==> src/rtl/div8_pkg.sv <==
// Shared types and constants for the div8_seq restoring divider.
package div8_pkg;

  localparam int unsigned DIV_WIDTH = 8;

  typedef enum logic [1:0] {
    IDLE  = 2'd0,
    RUN   = 2'd1,
    DONE  = 2'd2,
    FIXUP = 2'd3
  } state_e;

  function automatic int unsigned cnt_width(input int unsigned w);
    return $clog2(w + 1);
  endfunction

  localparam int unsigned CNT_W = cnt_width(DIV_WIDTH);

  // Quotient reported for a zero divisor.
  localparam logic [DIV_WIDTH-1:0] DBZ_Q = '1;

endpackage

==> src/rtl/div8_seq_sub_cla.sv <==
// Combinational N-bit carry-lookahead subtractor: diff = a + ~b + 1.
module sub_cla #(
  parameter int unsigned N = 9
) (
  input  logic [N-1:0] a,
  input  logic [N-1:0] b,
  output logic [N-1:0] diff,
  output logic         no_borrow
);

  logic [N-1:0] g_c;
  logic [N-1:0] p_c;
  logic [N:0]   c_c;
  logic         pp_c;

  // Each carry is a flattened sum of generate terms gated by the propagate chain.
  always_comb begin
    g_c    = a & ~b;
    p_c    = a ^ ~b;
    c_c    = '0;
    pp_c   = 1'b0;
    c_c[0] = 1'b1;
    for (int i = 0; i < int'(N); i++) begin
      c_c[i+1] = g_c[i];
      pp_c     = p_c[i];
      for (int j = i - 1; j >= 0; j--) begin
        c_c[i+1] = c_c[i+1] | (pp_c & g_c[j]);
        pp_c     = pp_c & p_c[j];
      end
      c_c[i+1] = c_c[i+1] | pp_c;
    end
    diff      = p_c ^ c_c[N-1:0];
    no_borrow = c_c[N];
  end

endmodule

==> src/rtl/div8_seq.sv <==
// Sequential restoring divider with valid/ready handshakes; result = {remainder, quotient}.
// Define DIV8_SIGNED_EN for two's-complement operands (adds a FIXUP cycle).
module div8_seq
  import div8_pkg::*;
#(
  parameter int unsigned WIDTH = DIV_WIDTH
) (
  input  logic                 clk,
  input  logic                 rst_n,
  input  logic                 in_valid,
  output logic                 in_ready,
  input  logic [WIDTH-1:0]     dividend,
  input  logic [WIDTH-1:0]     divisor,
  output logic                 out_valid,
  input  logic                 out_ready,
  output logic [2*WIDTH-1:0]   result,
  output logic                 div_by_zero
);

  localparam int unsigned CW = (CNT_W > cnt_width(WIDTH)) ? CNT_W : cnt_width(WIDTH);

  state_e               state_q, state_d;
  logic [WIDTH-1:0]     q_q, q_d, r_q, r_d, d_q, d_d;
  logic [CW-1:0]        cnt_q, cnt_d;
  logic                 in_ready_q, in_ready_d;
  logic                 out_valid_q, out_valid_d;
  logic                 dbz_q, dbz_d;
  logic [2*WIDTH-1:0]   result_q, result_d;
  logic [WIDTH:0]       s_c, t_c;
  logic                 nb_c;
`ifdef DIV8_SIGNED_EN
  logic                 neg_q_q, neg_q_d, neg_r_q, neg_r_d;
`endif

  // Extra bit keeps the MSB shifted out of R.
  assign s_c = {r_q, q_q[WIDTH-1]};

  sub_cla #(.N(WIDTH + 1)) u_sub (
    .a        (s_c),
    .b        ({1'b0, d_q}),
    .diff     (t_c),
    .no_borrow(nb_c)
  );

  always_comb begin
    state_d     = state_q;
    q_d         = q_q;
    r_d         = r_q;
    d_d         = d_q;
    cnt_d       = cnt_q;
    in_ready_d  = in_ready_q;
    out_valid_d = out_valid_q;
    dbz_d       = dbz_q;
    result_d    = result_q;
`ifdef DIV8_SIGNED_EN
    neg_q_d     = neg_q_q;
    neg_r_d     = neg_r_q;
`endif
    case (state_q)
      IDLE: begin
        if (in_valid && in_ready_q) begin
          in_ready_d = 1'b0;
          dbz_d      = (divisor == '0);
          cnt_d      = CW'(WIDTH);
          r_d        = '0;
`ifdef DIV8_SIGNED_EN
          q_d     = dividend[WIDTH-1] ? -dividend : dividend;
          d_d     = divisor[WIDTH-1] ? -divisor : divisor;
          neg_q_d = dividend[WIDTH-1] ^ divisor[WIDTH-1];
          neg_r_d = dividend[WIDTH-1];
`else
          q_d = dividend;
          d_d = divisor;
`endif
          if (divisor == '0) begin
            r_d     = dividend;
            // Signed cast replicates the all-ones constant to any width.
            q_d     = WIDTH'(signed'(DBZ_Q));
            state_d = DONE;
          end else begin
            state_d = RUN;
          end
        end
      end
      RUN: begin
        r_d   = nb_c ? t_c[WIDTH-1:0] : s_c[WIDTH-1:0];
        q_d   = {q_q[WIDTH-2:0], nb_c};
        cnt_d = cnt_q - CW'(1);
        if (cnt_q == CW'(1)) begin
`ifdef DIV8_SIGNED_EN
          state_d = FIXUP;
`else
          state_d = DONE;
`endif
        end
      end
`ifdef DIV8_SIGNED_EN
      FIXUP: begin
        if (neg_q_q) q_d = -q_q;
        if (neg_r_q) r_d = -r_q;
        state_d = DONE;
      end
`endif
      DONE: begin
        if (!out_valid_q) begin
          out_valid_d = 1'b1;
          result_d    = {r_q, q_q};
        end else if (out_ready) begin
          out_valid_d = 1'b0;
          in_ready_d  = 1'b1;
          state_d     = IDLE;
        end
      end
      default: begin
        state_d    = IDLE;
        in_ready_d = 1'b1;
      end
    endcase
  end

  always_ff @(posedge clk) begin
    if (!rst_n) begin
      state_q     <= IDLE;
      q_q         <= '0;
      r_q         <= '0;
      d_q         <= '0;
      cnt_q       <= '0;
      in_ready_q  <= 1'b1;
      out_valid_q <= 1'b0;
      dbz_q       <= 1'b0;
      result_q    <= '0;
`ifdef DIV8_SIGNED_EN
      neg_q_q     <= 1'b0;
      neg_r_q     <= 1'b0;
`endif
    end else begin
      state_q     <= state_d;
      q_q         <= q_d;
      r_q         <= r_d;
      d_q         <= d_d;
      cnt_q       <= cnt_d;
      in_ready_q  <= in_ready_d;
      out_valid_q <= out_valid_d;
      dbz_q       <= dbz_d;
      result_q    <= result_d;
`ifdef DIV8_SIGNED_EN
      neg_q_q     <= neg_q_d;
      neg_r_q     <= neg_r_d;
`endif
    end
  end

  assign in_ready    = in_ready_q;
  assign out_valid   = out_valid_q;
  assign result      = result_q;
  assign div_by_zero = dbz_q;

endmodule

==> config.mk <==
export PLATFORM = sky130hd
export DESIGN_NAME = div8_seq
export DESIGN_NICKNAME = d
export VERILOG_FILES = /design/src/rtl/div8_pkg.sv /design/src/rtl/div8_seq_sub_cla.sv /design/src/rtl/div8_seq.sv
export SDC_FILE = /design/constraint.sdc
export NUM_CORES = 1
export LEC_CHECK = 0
export ABC_AREA = 1
export CAP_MARGIN = 30
export CORE_MARGIN = 3
export CORE_UTILIZATION = 45
export DETAILED_ROUTE_END_ITERATION = 8
export GPL_TIMING_DRIVEN = 0
export HOLD_SLACK_MARGIN = 0.1
export PLACE_DENSITY = 0.8
export RECOVER_POWER = 50
export REMOVE_ABC_BUFFERS = 1
export SETUP_SLACK_MARGIN = 0.2
export SYNTH_ARGS = -nofsm -noshare
export SYNTH_HDL_FRONTEND = slang
export SYNTH_SLANG_ARGS = --single-unit
==> constraint.sdc <==
create_clock -name clk -period 2.1 [get_ports clk]
set_input_delay 0.315 -clock clk [delete_from_list [all_inputs] [get_ports clk]]
set_output_delay 0.315 -clock clk [all_outputs]
set_load 0.02 [all_outputs]
==> results.txt <==
The die height is 82.8 microns, and the power density relative to cell area is 1290 nW/um^2. The tools report the relative contribution of the clock network to total power as 16.6%. The run gives 42 as the distinct cell type count after synthesis.

The net switching power is 1850 uW. The number of buffers added by the clock tree synthesis step was 5; the layout overhead on the synthesized area was 20.8%. The detailed router placed 2410 vias in this run.

The run gives 0 as the number of nets still failing antenna checks after routing. Summed over all cells, the static leakage comes to 0.00133 uW. For the required time reported for the critical path endpoint, the log shows 2340 ps. The tree is rooted in a sky130_fd_sc_hd__clkbuf_8. For the achievable frequency, the log shows 549 MHz. The logs give 10.6 ps for the clock tree skew after final layout and 310 ps for the later-pin clock latency in the skew report. The synthesized design contains 49 register bits. The logs give 0 for the initial antenna violation count and 0.611 mV for the worst supply voltage drop on vdd.

The startpoint type of the worst setup path was an input port. The logs give 2239 for the number of global-route vias before repair and 53.4% for the logic gate share of total power. Switching part of the total: 44.6%. The run finished with clean final reports.

Counting every sink on the clock net gives 49. The post-route netlist has 14.3% of its cells at a drive strength greater than 1. After detailed routing, the met2 layer carries 2.80 mm of wire. The post-route fraction of the period consumed by the critical path is 86.7%. Clock-pin slew of the registers on the worst-case setup and hold paths: 100 ps. For this run the aggregate overflow at the end of global routing stands at 0. The fraction of registers with async set/reset works out to 0%. Hold repair after CTS inserted 0 buffers. The die area was 6850 sq um. For the count of maximum capacitance violations, the log shows 0. For this run, design rule violations remaining after detail routing come to 0. In the detailed route, the total length drawn on met3 is 236 microns. The XOR/XNOR share of the synthesized area was 1.32%. The largest total area in the synthesized netlist belongs to sky130_fd_sc_hd__dfxtp_1. Entering global routing, the biggest net connects 26 pins. The final layout contains routed wiring with a total length of 6.07 mm. In this run the cell area of the synthesized design comes to 2650 sq um. The net count of the finished layout is 422. The category of the most critical setup path was in -> reg.

The H-tree was split into 2 levels. The run gives 2290 uW as the cell-internal power. In this run the worst path has a maximum fanout of 19.

Sequential cells were found to cover 37.0% of the synthesized design area. Cell with the most instances after synthesis: sky130_fd_sc_hd__nand2_1. The compound-cell area share of the yosys netlist was 18.5%; the share of synthesized area spent on multiplexers was 0%.

The slew at the pin with the worst max-slew slack works out to 641 ps. After Yosys synthesis, full adders, half adders and majority gates account for 5.19% of the synthesized area. For the synthesized instance count, the log shows 356. For the relative max-transition margin, the log shows 57.2%. The detailed placer's ending HPWL was 4.29 mm; the clock period minus final worst setup slack was 1820 ps. The tools report the total power draw as 4140 uW. The worst hold path belongs to the class reg -> reg.

Routed signal wires occupy layers up through met4. For the global-route usage over all layers, the log shows 18.8%. The run gives 0 as the count of inserted antenna diode cells. The run gives 2 as the maximum count of clock buffers along a single path. The routed length per instance works out to 13.1 microns. By area, the combinational part of the netlist is dominated by simple AND/OR/NAND/NOR gates.

By count the netlist is led by 65 x sky130_fd_sc_hd__nand2_1, 49 x sky130_fd_sc_hd__dfxtp_1, 48 x sky130_fd_sc_hd__inv_1, 40 x sky130_fd_sc_hd__a21oi_1, 36 x sky130_fd_sc_hd__nand3_1. The endpoint class of the critical path was a flip-flop. TritonCTS built the clock tree.

The top-area cell type share of the netlist area was 37.0%; the end-of-flow core utilization was 57.1%. The weighted congestion at the end of routability-driven global placement was 0.831. Setup violations remaining at the end of the flow were counted as 0. Detail-routed via count per cell: 5.19. From left edge to right edge, the die measures 82.8 microns. Number of endpoints with negative hold slack in the final report: 0. Setup repair after global routing left no endpoint under its margin.

The logs give 39 for the number of ports placed on the die boundary and 2.93 mm for the met1 layer wirelength in the final routing. Buffers placed on the I/O ports in this run total 38. By area the synthesized netlist is led by sky130_fd_sc_hd__dfxtp_1 37%, sky130_fd_sc_hd__nand2_1 9.2%, sky130_fd_sc_hd__a21oi_1 7.6%. For this block, the initial DRC count from the detailed router was 100. For the power share of the sequential group, the log shows 30.0%.

The wire length of the first global-routing pass is 10.0 mm, and the average size of a mapped cell is 7.45 sq um. After floorplanning, the core was divided into 27 placement rows. The area share of and/or/nand/nor cells after synthesis came out at 26.0%. In the final timing run, aggregate negative setup slack is 0 ps. The most used flip-flop cell after synthesis is sky130_fd_sc_hd__dfxtp_1. Yosys printed 0 warnings. The first TritonRoute pass finished after 5 iterations.

For the initial standard-cell utilization of the core, the log shows 47.3%. The tools report the total count of max-transition violations in the final report as 0. Counting flops with a built-in enable in the synthesized netlist gives 0. The area of the placeable core is 5610 sq um, and the signal arrival time at the worst endpoint is 2070 ps.
[cells by family (layout without fill, tap and decap cells)]
kind of cell | after synthesis | count (layout)
simple gates | 140 | 142
compound gates | 80 | 80
buf+inv | 72 | 106
flops | 49 | 49
fa+ha+maj | 11 | 11
xor+xnor | 4 | 4
[state kept, by name, summed over array words and instances, names as in the netlist, 2 cells and up]
name,count
q_q,8
r_q,8
state_q,2
result,16
d_q,8
cnt_q,4
[power groups by stage]
stage / clock (uW) / sequential [uW] / combinational (uW)
2_1_floorplan: 0 / 1240 / 1640
3_3_place_gp: 0 / 1250 / 2000
3_5_place_dp: 0 / 1260 / 2060
4_1_cts: 694 / 1240 / 2100
5_1_grt: 729 / 1260 / 2480
6_report: 688 / 1240 / 2210
[what timing repair did]
item,CTS,global route
setup endpoints to repair,25,13
cloned,1,1
endpoints found under the hold margin,0,0
gates resized for setup,1,15
pin swaps,1,2
buffers inserted,0,1
[cell usage in the layout, fill, tap and decap left out, types with 2 or more instances in the layout]
master and instances:
sky130_fd_sc_hd__nand3_1 36, sky130_fd_sc_hd__ha_2 4, sky130_fd_sc_hd__dfxtp_2 5, sky130_fd_sc_hd__nor2_1 14, sky130_fd_sc_hd__o22ai_1 5, sky130_fd_sc_hd__nand2_1 64, sky130_fd_sc_hd__xnor2_1 2, sky130_fd_sc_hd__clkinv_1 2
sky130_fd_sc_hd__nand2_2 6, sky130_fd_sc_hd__dfxtp_1 44, sky130_fd_sc_hd__o21ai_1 2, sky130_fd_sc_hd__clkbuf_8 5, sky130_fd_sc_hd__nand4_1 5, sky130_fd_sc_hd__o2111ai_1 5, sky130_fd_sc_hd__nand3_2 3, sky130_fd_sc_hd__inv_2 7
sky130_fd_sc_hd__inv_1 48, sky130_fd_sc_hd__a21oi_1 39, sky130_fd_sc_hd__nor2_2 3, sky130_fd_sc_hd__clkdlybuf4s50_1 18, sky130_fd_sc_hd__nor2_4 2, sky130_fd_sc_hd__o22ai_2 3, sky130_fd_sc_hd__o21ai_0 13, sky130_fd_sc_hd__a21oi_2 5
sky130_fd_sc_hd__ha_1 6, sky130_fd_sc_hd__dlygate4sd3_1 20, sky130_fd_sc_hd__xor2_1 2, sky130_fd_sc_hd__nand2_4 3
[final cells by class]
cell class                      instances  area (sq um)
Fill cell                             536          2400
Multi-Input combinational cell        237          1390
Sequential cell                        49           987
Timing Repair Buffer                   40           403
Inverter                               58           220
Tap cell                               72          90.1
Clock buffer                            6          72.6
Clock inverter                          2          38.8
[through the flow]
| stage | hold slack (ps) | area (sq um) | setup WS (ps) | cells |
|---|---|---|---|---|
| finish | 462 | 3200 | 279 | 464 |
| global route | 474 | 3200 | 163 | 464 |
| CTS | 468 | 3160 | 205 | 462 |
| detailed placement | 454 | 3040 | -195 | 453 |
| global placement | 449 | 3020 | -627 | 452 |
| floorplan | 413 | 2550 | 487 | 342 |
[critical path: stages]
cell and delay (ps):
sky130_fd_sc_hd__dlygate4sd3_1 880, sky130_fd_sc_hd__inv_1 460, sky130_fd_sc_hd__buf_8 290, sky130_fd_sc_hd__a21oi_1 120
[metal layers]
layer	up-vias	track usage (%)
met3	10	3.69
met5	-	0
li1	1246	-
met2	62	31.4
met4	0	6.05
met1	1092	24.4
[worst paths after layout]
path / from / to / slack [ps] / depth (start not counted)
setup / recovery: rst_n / q_q[4] / 280 / 4
hold / removal: result[11] / result[11] / 460 / 2
setup reg to reg: r_q[2] / r_q[7] / 290 / 10
hold reg to reg: result[11] / result[11] / 460 / 2
Note: power is estimated with default switching activity, not from simulation.
